### src/rtl/riscv_multiplier_seq.sv
// Iterative RV32M multiplier: BITS_PER_CYCLE multiplier bits per clock, with a
// one-entry product cache so a MULH/MUL pair on the same operands costs one pass.
module riscv_multiplier_seq #(
  parameter int XLEN           = 32,
  parameter int BITS_PER_CYCLE = 4
) (
  input  logic            clk_i,
  input  logic            reset_i,
  input  logic            valid_i,
  input  logic [1:0]      op_i,
  input  logic [XLEN-1:0] a_i,
  input  logic [XLEN-1:0] b_i,
  input  logic            flush_i,
  output logic            ready_o,
  output logic            valid_o,
  output logic [XLEN-1:0] result_o,
  output logic            stall_o
);
  localparam int ITER  = XLEN / BITS_PER_CYCLE;
  localparam int CNT_W = $clog2(ITER) + 1;
  localparam logic [CNT_W-1:0] LAST = CNT_W'(ITER - 1);

  typedef enum logic [1:0] {IDLE, CALC, SIGN, DONE} state_e;
  typedef struct packed {
    logic [XLEN-1:0] a;
    logic [XLEN-1:0] b;
    logic            a_s;
    logic            b_s;
  } tag_t;

  state_e            state, state_nxt;
  tag_t              req, tag;
  logic              tag_vld, hit, accept, neg, neg_q;
  logic [1:0]        op_q;
  logic [XLEN-1:0]   mag_a, mag_b, mag_a_q, mag_b_q, res_q, half;
  logic [2*XLEN-1:0] acc, prod, pp, pp_sh;
  logic [CNT_W-1:0]  cnt;

  // Request decode: signedness, magnitudes and cache lookup.
  always_comb begin
    req.a   = a_i;
    req.b   = b_i;
    req.a_s = (op_i == 2'b01) || (op_i == 2'b10);
    req.b_s = (op_i == 2'b01);
    mag_a   = (req.a_s && a_i[XLEN-1]) ? -a_i : a_i;
    mag_b   = (req.b_s && b_i[XLEN-1]) ? -b_i : b_i;
    neg     = (req.a_s & a_i[XLEN-1]) ^ (req.b_s & b_i[XLEN-1]);
    // The low half is signedness-independent, so MUL matches on operands only.
    hit     = tag_vld && (a_i == tag.a) && (b_i == tag.b) &&
              ((op_i == 2'b00) || ((req.a_s == tag.a_s) && (req.b_s == tag.b_s)));
    accept  = valid_i && !flush_i && (state == IDLE);
  end

  always_comb begin
    pp    = {{XLEN{1'b0}}, mag_a_q} *
            {{(2*XLEN-BITS_PER_CYCLE){1'b0}}, mag_b_q[BITS_PER_CYCLE-1:0]};
    pp_sh = pp << (int'(cnt) * BITS_PER_CYCLE);
    half  = (op_q == 2'b00) ? prod[XLEN-1:0] : prod[2*XLEN-1:XLEN];
  end

  always_ff @(posedge clk_i or negedge reset_i) begin
    if (!reset_i) state <= IDLE;
    else          state <= state_nxt;
  end

  always_comb begin
    state_nxt = state;
    case (state)
      IDLE: if (accept) state_nxt = hit ? DONE : CALC;
      CALC: begin
        if (flush_i)          state_nxt = IDLE;
        else if (cnt == LAST) state_nxt = SIGN;
      end
      SIGN: state_nxt = flush_i ? IDLE : DONE;
      DONE: state_nxt = IDLE;
      default: state_nxt = IDLE;
    endcase
  end

  assign ready_o  = (state == IDLE);
  assign valid_o  = (state == DONE) && !flush_i;
  assign stall_o  = (valid_i && (state == IDLE) && !flush_i) || (state == CALC) || (state == SIGN);
  assign result_o = valid_o ? half : res_q;

  // A miss overwrites the tag at acceptance and only re-validates it once the
  // product lands, so any abort leaves the entry invalid.
  always_ff @(posedge clk_i or negedge reset_i) begin
    if (!reset_i) begin
      tag     <= '0;
      tag_vld <= 1'b0;
      op_q    <= 2'b00;
      neg_q   <= 1'b0;
      mag_a_q <= '0;
      mag_b_q <= '0;
      acc     <= '0;
      prod    <= '0;
      cnt     <= '0;
      res_q   <= '0;
    end else begin
      case (state)
        IDLE: if (accept) begin
          op_q <= op_i;
          if (!hit) begin
            tag     <= req;
            tag_vld <= 1'b0;
            neg_q   <= neg;
            mag_a_q <= mag_a;
            mag_b_q <= mag_b;
            acc     <= '0;
            cnt     <= '0;
          end
        end
        CALC: begin
          if (flush_i) tag_vld <= 1'b0;
          else begin
            acc     <= acc + pp_sh;
            mag_b_q <= mag_b_q >> BITS_PER_CYCLE;
            cnt     <= cnt + CNT_W'(1);
          end
        end
        SIGN: begin
          if (flush_i) tag_vld <= 1'b0;
          else begin
            prod    <= neg_q ? -acc : acc;
            tag_vld <= 1'b1;
          end
        end
        DONE: if (!flush_i) res_q <= half;
        default: ;
      endcase
    end
  end
endmodule
### config.mk
export PLATFORM = sky130hd
export DESIGN_NAME = riscv_multiplier_seq
export DESIGN_NICKNAME = d
export VERILOG_FILES = /design/src/rtl/riscv_multiplier_seq.sv
export SDC_FILE = /design/constraint.sdc
export NUM_CORES = 1
export LEC_CHECK = 0
export CAP_MARGIN = 20
export CORE_UTILIZATION = 35
export DETAILED_ROUTE_END_ITERATION = 12
export DONT_BUFFER_PORTS = 1
export GPL_ROUTABILITY_DRIVEN = 0
export GPL_TIMING_DRIVEN = 0
export MAX_ROUTING_LAYER = met4
export PLACE_DENSITY = 0.61
export SLEW_MARGIN = 10
export SYNTH_ARGS = -nofsm -noshare
export SYNTH_HDL_FRONTEND = slang
export SYNTH_SLANG_ARGS = --single-unit
export TNS_END_PERCENT = 100
### constraint.sdc
create_clock -name clk_i -period 7.05 [get_ports clk_i]
set_input_delay 0.3525 -clock clk_i [delete_from_list [all_inputs] [get_ports clk_i]]
set_output_delay 0.3525 -clock clk_i [all_outputs]
set_load 0.03 [all_outputs]
**After elaboration in Yosys (flattened, before gate mapping)**

Index checks and enable logic that the tools add are counted.

- Output and inout port bits: 35
- Flip-flop bits (word level): 300
- Logic and storage cells: 97
- Input bits: 70

- Add/subtract/negate cells: 5
- Eq/ne operators: 15
- Bitwise gates (word level): 5
- Shift operators: 1
- Mux-type cells: 28
- Reduce and logical (&&, ||, !) cells: 28
- $mul: 1

Operator list:

| kind | number |
|---|---|
| 64-bit two-way mux | 4 |
| 32-bit two-way mux | 7 |
| 64-bit case mux with 2 select lines | 1 |
| 64-bit adder | 1 |
| 32-bit equality test | 2 |
| 32-bit negation | 2 |
| 64-bit negation | 1 |
| 32-bit case mux with 2 select lines | 1 |
| 36-bit by 6-bit << shifter with 64-bit output | 1 |
| 32-bit by 4-bit multiplier with 36-bit output | 1 |
| 4-bit two-way mux | 3 |
| 1-bit logical AND | 11 |
| 2-bit two-way mux | 5 |
| 2-bit case mux with 4 select lines | 1 |
| 4-bit case mux with 2 select lines | 1 |
| 2-bit AND reduction | 4 |
| 4-bit AND reduction | 2 |
| 2-bit equality test, second input constant | 3 |
| 2-bit logical NOT | 3 |
| 2-bit inequality test, second input constant | 3 |
| 4-bit by 1-bit adder with 4-bit output, second input constant | 1 |
| 2-bit by 1-bit equality test with 1-bit output, second input constant | 2 |
| 4-bit by 3-bit equality test with 1-bit output, second input constant | 1 |
| 1-bit logical OR | 4 |
| other kinds (12) | 18 |

**Logic depth before layout (Yosys ltp)**

Gate-level depths: netlist of run 1.

- Depth after elaboration: 9
- Mapped depth: 32
- Mapped depth without buffers: 29

**Worst setup path before layout of run 1**

No wires, ideal clock.

- Kind: register -> register
- Start: register mag_b_q[3]
- End: register acc[62]
- Path slack: -0.378 ns
- Arrival time: 7.341 ns
- Period minus slack after synthesis: 7.428 ns
- Setup time: 0.087 ns
- Stages on the path, launching flop included: 31
- Required time: 6.963 ns
- Cell sequence: dfrtp_1 > clkbuf_1 > and2_1 > fa_1 > inv_1 > fa_1 > inv_1 > ha_1 > clkbuf_1 > nand4_1 > a2111oi_0 > nor4_1 > o31a_1 > o21bai_1 > xnor2_1 > o21ai_0 > a2bb2oi_1 > a21oi_1 > nor2_1 > ha_1 > clkbuf_1 > nand3_1 > nor2_1 > nand3_1 > nor3_1 > o21ai_0 > o41a_1 > o31ai_1 > a221oi_1 > or4b_2 > o211ai_1

- Longest elaborated chain between the ends: 5

Ends and longest elaborated chain:

| what | line | source |
|---|---|---|
| from (decl) | 35 | `logic [XLEN-1:0] mag_a, mag_b, mag_a_q, mag_b_q, res_q, half;` |
| from (signal assigned) | 108 | `mag_b_q <= mag_b;` |
| from (signal assigned) | 117 | `mag_b_q <= mag_b_q >> BITS_PER_CYCLE;` |
| 32-bit by 4-bit multiplier with 36-bit output | 55 | `pp = {{XLEN{1'b0}}, mag_a_q} *` |
| 36-bit by 6-bit << shifter with 64-bit output | 57 | `pp_sh = pp << (int'(cnt) * BITS_PER_CYCLE);` |
| 64-bit adder | 116 | `acc <= acc + pp_sh;` |
| 64-bit two-way mux | 114 | `if (flush_i) tag_vld <= 1'b0;` |
| 64-bit case mux with 2 select lines | 100 | `case (state)` |
| to (signal assigned) | 116 |  |
| to (decl) | 36 | `logic [2*XLEN-1:0] acc, prod, pp, pp_sh;` |

Every way passes these cells. The select of a mux whose other input is x is not followed.
A chain may end at the register's enable or synchronous reset.

**Final worst setup path of run 1**

- Start: register mag_b_q[3]
- End: register acc[60]

The elaborated chain is that of the path after synthesis.

==> insert_results.sql, run 1 <==
INSERT INTO impl_metrics (metric_group, metric, value, unit) VALUES
('status', 'run_status', 'finished, violations left', ''),
('status', 'violated_checks', 'negative hold slack, negative setup slack', ''),
('synthesis', 'async_reset_ff_share', '100', '%'),
('min_path', 'worst_hold_path_type', 'input port to asynchronous set/reset pin', ''),
('global_routing', 'globalRouteMet2Util', '37.4', '%'),
('floorplanning', 'pin_count', '105', ''),
('global_routing', 'grt_use_met1', '30.6', '%'),
('synthesis', 'synth.avg_cell_area', '8.36', 'um2'),
('routing', 'drt.antenna.violating_nets', '0', ''),
('clock_network', 'cts.sinks', '299', ''),
('clock_network', 'clk_latency', '560', 'ps'),
('setup_path', 'r2r-start', 'mag_b_q[3]', ''),
('cells_and_area', 'stdcell_area', '30000', 'um2'),
('timing', 'layout_setup_ws', '-299', 'ps'),
('global_routing', 'gr-total-overflow', '0', ''),
('setup_path', 'worst-r2r-cell-count', '33', ''),
('routing', 'avgViaCountPerCell', '5.58', ''),
('clock_network', 'tritoncts_clock_tree', 'done', ''),
('setup_path', 'cp_num_cells', '33', ''),
('timing', 'final_max_tran_viols', '0', ''),
('global_routing', 'antenna_violations_before_repair', '1', ''),
('setup_path', 'critPathKind', 'flip-flop to flip-flop', ''),
('setup_path', 'worstReg2RegEnd', 'acc[60]', ''),
('pwr', 'peakVddDrop', '0.000295', 'V'),
('setup_path', 'crit_end', 'acc[60]', ''),
('cells_and_area', 'num-nets-final', '3357', ''),
('setup_path', 'critical_path.slowest_cell', 'sky130_fd_sc_hd__fa_1', ''),
('synthesis', 'synth_warn', '0', ''),
('timing', 'post_route_minimum_period', '7350', 'ps'),
('run', 'max_cap_viol_count', '0', ''),
('cells_and_area', 'multiInputGateArea', '17100', 'um2'),
('timing', 'rsz0062_at_grt', 'true', ''),
('cells_and_area', 'mostFrequentLayoutCell', 'sky130_fd_sc_hd__nand2_1', ''),
('timing', 'finalHoldViolCount', '299', ''),
('synthesis', 'synthFlopType', 'sky130_fd_sc_hd__dfrtp_1', ''),
('timing', 'skew', '30.0', 'ps'),
('timing', 'tightest_slew', '1070', 'ps'),
('clock_network', 'tritoncts.num_buffers', '36', ''),
('pwr', 'leakagePower', '13.0', 'nW'),
('synthesis', 'synth.lib_cells_used.distinct', '77', ''),
('placed_design', 'port_buffers', '0', ''),
('global_routing', 'global_route.usage.met3', '3.98', '%'),
('cells_and_area', 'area.sequential', '7490', 'um2'),
('cells_and_area', 'n_antenna_cell', '0', ''),
('synthesis', 'netlist_area_before_placement', '24300', 'um2'),
('floorplanning', 'die-height', '265', 'um'),
('setup_path', 'cp_max_fo', '8', ''),
('routing', 'detailed_routing_iterations_pass_1', '7', ''),
('timing', 'relSlewSlack', '27.9', '%'),
('clock_network', 'ctsRootBufferMaster', 'sky130_fd_sc_hd__clkbuf_16', ''),
('clock_network', 'cts.hold.buffers_added', '58', ''),
('setup_path', 'critical_path.n_buffers_inverters', '8', ''),
('placed_design', 'pre_cts_slack', '-1700', 'ps'),
('pwr', 'powerDensity', '557', 'nW/um2'),
('timing', 'timing.final.setup_violations', '7', ''),
('placed_design', 'post-dp-hpwl', '60800', 'um'),
('floorplanning', 'core_area', '68600', 'um2'),
('clock_network', 'clk_path_buf_depth', '3', ''),
('floorplanning', 'die-area', '70500', 'um2'),
('setup_path', 'required_time_of_the_worst_setup_path', '7490', 'ps'),
('timing', 'worst_hold_slack', '-478', 'ps'),
('setup_path', 'worst-r2r-setup-slack', '-300', 'ps'),
('synthesis', 'synth.yosys.seq_area_share', '30.8', '%'),
('routing', 'detail_route.drc_violations', '0', ''),
('cells_and_area', 'final_cell_mix', 'sky130_fd_sc_hd__nand2_1, sky130_fd_sc_hd__dfrtp_1, sky130_fd_sc_hd__o21ai_0', ''),
('timing', 'achievable-frequency', '136', 'MHz'),
('cells_and_area', 'drive_above_1_share', '16.9', '%'),
('routing', 'routed-via-count', '22700', ''),
('timing', 'post-route-period-util', '104', '%'),
('setup_path', 'worst-endpoint-arrival', '7790', 'ps'),
('clock_network', 'cts.reportedPaths.clkPinSlew', '60', 'ps');
## cell type report
class / instances / area share (%)
tap: 931 / 3.89
clock buffer: 45 / 3.39
inverter: 224 / 2.81
sequential: 299 / 25.0
multi-input combinational: 2223 / 57.1
clock inverter: 17 / 0.484
buffer: 145 / 2.13
timing repair buffer: 183 / 5.26
## how the worst min path moves through the flow
stage / startpoint / end / cells after the start
final: reset_i / res_q[6] / 0
after global routing: reset_i / res_q[6] / 0
after CTS: reset_i / prod[27] / 0
after detailed placement: reset_i / res_q[6] / 0
after global placement: reset_i / res_q[6] / 0
after floorplan: reset_i / acc[0] / 0
## synthesized netlist by cell type, drive strengths merged, types with 12 or more instances
master  number  share of area, %
nand2      353               5.5
dfrtp      299                31
o21ai      266               5.5
inv        222               3.4
nor2       177               2.7
a21oi      167               3.4
clkbuf     152               2.3
xnor2      128               4.6
xor2       117               4.2
ha         114               5.9
and2       113               2.9
fa          61               5.0
mux2        58               2.7
a21o        57               1.8
mux2i       56               2.3
o31ai       56               1.8
nor3        38              0.78
nand4       32              0.82
nand3       30              0.62
o22ai       30              0.77
a222oi      29               1.2
o21bai      25              0.77
nor2b       23              0.59
nor4        21              0.54
or3         21              0.60
nand2b      18              0.46
o21a        18              0.56
or4         18              0.59
a22o        17              0.61
a31oi       17              0.44
o211ai      15              0.46
o41ai       15              0.54
a211oi      14              0.43
a221oi      12              0.43
## logic make-up (layout without fill, tap and decap cells)
family / count (synthesis) / in the layout / synth area share (%)
xor gates and xnor gates: 245 / 245 / 8.83
AOI/OAI and AO/OA: 807 / 807 / 21.3
buffers and inverters: 383 / 614 / 5.92
muxes: 114 / 114 / 5.00
adders and majority gates: 175 / 175 / 10.9
and+or+nand+nor: 882 / 882 / 17.3
DFF: 299 / 299 / 30.8
## power breakdown
| group | switching [W] | leakage [nW] | internal, W |
|---|---|---|---|
| clock network | 0.000797 | 0.561 | 0.00106 |
| logic | 0.00705 | 8.62 | 0.00535 |
| registers | 0.000432 | 3.86 | 0.00201 |
| total | 0.00828 | 13.0 | 0.00842 |
## per-layer routing
| layer | share of wire [%] | vias to the layer above |
|---|---|---|
| met2 | 45 | 928 |
| met3 | 7.1 | 209 |
| met5 | 0 | - |
| li1 | - | 10600 |
| met4 | 4.2 | 0 |
| met1 | 43 | 11000 |
## through the flow
step	hold WS, ps	power (W)	TNS (ps)	utilization, %	std cells
after detailed placement	81.0	0.0111	-37740	37.2	3836
final	-478	0.0167	-947	43.7	4067
after global placement	79.0	0.0111	-38190	37.2	3836
after global routing	-501	0.0177	-5120	43.7	4067
after floorplan	56.9	0.00883	0	-	2905
after CTS	-514	0.0149	-237	42.1	4021
## worst reg2reg max path: cells and delay by family, from the launching register on
kind | cells | cell delay, ps
AOI/OAI and AO/OA | 12 | 2690
adders and majority gates | 4 | 1690
xor gates and xnor gates | 1 | 210
DFF | 1 | 510
buffers and inverters | 8 | 1080
and+or+nand+nor | 8 | 1050
## sequential cells by signal (all words and copies together), names as in the netlist
register and flops:
op_q 2, prod 64, tag_vld 1, state 2, mag_a_q 31, res_q 32, acc 64, cnt 4
mag_b_q 32, tag 66, neg_q 1
## what timing repair did
action | 4_1_cts | 5_1_grt
cloned | 2 | 0
setup endpoints to repair | 40 | 32
pin swaps | 82 | 61
hold endpoints to repair | 362 | 299
resized for setup | 244 | 169
buffers inserted | 73 | 51
(Power assumes the default switching activity.)
==> run 2: changes to the inputs <==
CORE_UTILIZATION = 40   (was 35)
PLACE_DENSITY = 0.66   (was 0.61)
==> run 2 against run 1 <==
Combinational power grew 5%. Critical endpoint is now acc[62]. Critical path type unchanged. Utilization rose by 6.9 points. Cell count decreased by 3.5%. Die area is 12% lower. Largest cell class unchanged. The flow still finishes with violations (negative hold slack, negative setup slack). Highest routed layer unchanged.
==> insert_results.sql, run 2 (same netlist as run 1, synthesis figures left out) <==
INSERT INTO impl_metrics (metric_group, metric, value, unit) VALUES
('status', 'run_status', 'finished, violations left', ''),
('status', 'violated_checks', 'negative hold slack, negative setup slack', ''),
('floorplanning', 'die_x', '248', 'um'),
('floorplanning', 'die-height', '248', 'um'),
('global_routing', 'grt_first_pass_wirelength', '128000', 'um'),
('setup_path', 'critPathMaxStageDelay', '530', 'ps'),
('pwr', 'seq_power_share', '14.0', '%'),
('pwr', 'power.share.switching', '48.7', '%'),
('global_routing', 'gr-total-overflow', '0', ''),
('cells_and_area', 'largest_register_ffs', '66', ''),
('timing', 'finalHoldViolCount', '299', ''),
('cells_and_area', 'utilization', '50.6', '%'),
('timing', 'tightest_slew', '1070', 'ps'),
('cells_and_area', 'largest_register', 'tag', ''),
('placed_design', 'port_buffers', '0', ''),
('clock_network', 'clk_path_buf_depth', '3', ''),
('floorplanning', 'pin_count', '105', ''),
('timing', 'post_route_minimum_period', '7360', 'ps'),
('placed_design', 'post-dp-hpwl', '59200', 'um'),
('setup_path', 'critical_path.slowest_cell', 'sky130_fd_sc_hd__fa_1', ''),
('cells_and_area', 'final_cell_mix', 'sky130_fd_sc_hd__nand2_1, sky130_fd_sc_hd__dfrtp_1, sky130_fd_sc_hd__inv_1', ''),
('routing', 'routed-via-count', '23100', ''),
('pwr', 'power.clock.fraction', '11.0', '%'),
('timing', 'post-route-period-util', '104', '%'),
('routing', 'avgViaCountPerCell', '5.89', ''),
('cells_and_area', 'drive_above_1_share', '17.4', '%'),
('routing', 'drt.antenna.violating_nets', '0', ''),
('timing', 'relSlewSlack', '28.0', '%'),
('clock_network', 'tritoncts.num_buffers', '34', ''),
('global_routing', 'antenna_violations_before_repair', '3', ''),
('cells_and_area', 'areaGrowthSynthToFinish', '23.8', '%'),
('timing', 'layout_setup_ws', '-308', 'ps'),
('pwr', 'leakagePower', '13.2', 'nW'),
('timing', 'final_max_tran_viols', '0', ''),
('timing', 'worst_hold_slack', '-474', 'ps'),
('setup_path', 'critical_path.startpoint_type', 'flip-flop', ''),
('placed_design', 'pre_cts_slack', '-1820', 'ps'),
('setup_path', 'worst-endpoint-arrival', '7830', 'ps'),
('routing', 'first_iter_violations', '2075', ''),
('setup_path', 'required_time_of_the_worst_setup_path', '7520', 'ps'),
('floorplanning', 'placementRows', '89', ''),
('routing', 'detail_route.drc_violations', '0', ''),
('timing', 'timing.final.setup_violations', '15', ''),
('clock_network', 'ctsRootBufferMaster', 'sky130_fd_sc_hd__clkbuf_16', ''),
('global_routing', 'globalRouteTotalUtil', '26.7', '%'),
('clock_network', 'htreeDepth', '2', ''),
('clock_network', 'tritoncts_clock_tree', 'done', ''),
('pwr', 'total_switching_power', '0.00848', 'W'),
('timing', 'achievable-frequency', '136', 'MHz'),
('floorplanning', 'die-area', '61700', 'um2'),
('pwr', 'powerDensity', '579', 'nW/um2'),
('min_path', 'worst_hold_path_type', 'input port to asynchronous set/reset pin', ''),
('floorplanning', 'initial_utilization', '40.9', '%'),
('placed_design', 'postPlaceCellArea', '25300', 'um2'),
('pwr', 'internal_power', '0.00892', 'W'),
('clock_network', 'clk_latency', '560', 'ps'),
('routing', 'detailed_routing_iterations_pass_1', '9', ''),
('global_routing', 'largest_net_degree_at_the_start_of_global_routing', '300', ''),
('cells_and_area', 'mostFrequentLayoutCell', 'sky130_fd_sc_hd__nand2_1', ''),
('routing', 'route.final.wire_length', '82800', 'um'),
('pwr', 'combinational_cell_fraction_of_total_power', '75.0', '%'),
('setup_path', 'crit_path_capture_type', 'flip-flop', ''),
('run', 'max_cap_viol_count', '0', ''),
('pwr', 'peakVddDrop', '0.000386', 'V'),
('setup_path', 'cp_max_fo', '6', ''),
('clock_network', 'cts.hold.buffers_added', '58', ''),
('clock_network', 'cts.sinks', '299', ''),
('timing', 'skew', '31.5', 'ps'),
('floorplanning', 'core_area', '59500', 'um2'),
('cells_and_area', 'largest_registers', 'tag x66, acc x64, prod x64', ''),
('cells_and_area', 'num-nets-final', '3372', ''),
('setup_path', 'critPathKind', 'flip-flop to flip-flop', ''),
('cells_and_area', 'fillers', '5463', ''),
('global_routing', 'number_of_global_route_vias_before_repair', '22800', ''),
('clock_network', 'cts.reportedPaths.clkPinSlew', '60', 'ps'),
('routing', 'wire_per_inst', '21.1', 'um'),
('timing', 'rsz0062_at_grt', 'true', ''),
('cells_and_area', 'stdcell_area', '30100', 'um2');
run 2: changes by cell type in the layout (fill, tap and decap cells not counted), sizes merged:
cell | previous run | this run
buf | 137 | 162
bufinv | 1 | 4
clkbuf | 178 | 173
clkinv | 11 | 8
clkinvlp | 5 | 1
diode | 0 | 3
inv | 224 | 222
run 2: stage by stage:
stage	setup TNS, ps	std cells	power [W]
floorplan	0	2905	0.00883
global route	-5560	3926	0.0183
finish	-2310	3926	0.0174
CTS	-28.5	3890	0.0157
detailed placement	-35850	3678	0.0111
global placement	-36210	3678	0.0111
run 2: worst paths after layout:
path                            start  cells after the start  slack, ps          to
setup / recovery           mag_b_q[1]                     30       -310     acc[62]
hold / removal                reset_i                      0       -470    res_q[6]
setup reg to reg           mag_b_q[1]                     30       -310     acc[62]
hold reg to reg              prod[43]                      2        480    prod[43]
max in group asynchronous     reset_i                      0       6880  mag_b_q[3]
min in group clk_i             a_i[2]                      2         10  mag_a_q[2]
run 2: metal layers:
| metal | global-route usage, % | share of wire (%) | vias up |
|---|---|---|---|
| met2 | 41.2 | 45 | 1183 |
| met1 | 33.1 | 41 | 11000 |
| met4 | 14.5 | 5.8 | 0 |
| met3 | 4.62 | 8.2 | 287 |
| li1 | - | - | 10600 |
| met5 | - | 0 | - |
run 2: timing repair:
| item | CTS | global route |
|---|---|---|
| cloned | 2 | 0 |
| setup buffers | 109 | 39 |
| pin swaps | 111 | 75 |
| endpoints found under the setup margin | 40 | 31 |
| hold endpoints to repair | 362 | 299 |
| resized for setup | 291 | 144 |
run 2: critical path: cells and delay by family (launching register included):
family,cells,cell delay [ps]
DFF,1,510
xor gates and xnor gates,1,190
muxes,1,240
and+or+nand+nor,7,1490
buffers and inverters,4,440
adders and majority gates,4,1570
AOI/OAI and AO/OA,13,2820
run 2: power by group through the flow:
stage	clock (W)	sequential (W)	combinational [W]
after detailed placement	0	0.00242	0.00869
after CTS	0.00194	0.00241	0.0114
after floorplan	0	0.00226	0.00658
after global placement	0	0.00241	0.00865
final	0.00192	0.00244	0.0130
after global routing	0.00200	0.00247	0.0139
run 2: layout make-up:
class / instances / area [um2] / area share, %
diodes: 3 / 7.51 / 0.0250
inverters: 224 / 843 / 2.80
flip-flops and latches: 299 / 7490 / 24.9
well taps: 773 / 967 / 3.22
multi-input cells: 2223 / 17200 / 57.2
clock inverters: 11 / 180 / 0.599
clock buffers: 48 / 1030 / 3.44
repair buffers: 204 / 1720 / 5.73
plain buffers: 141 / 617 / 2.05
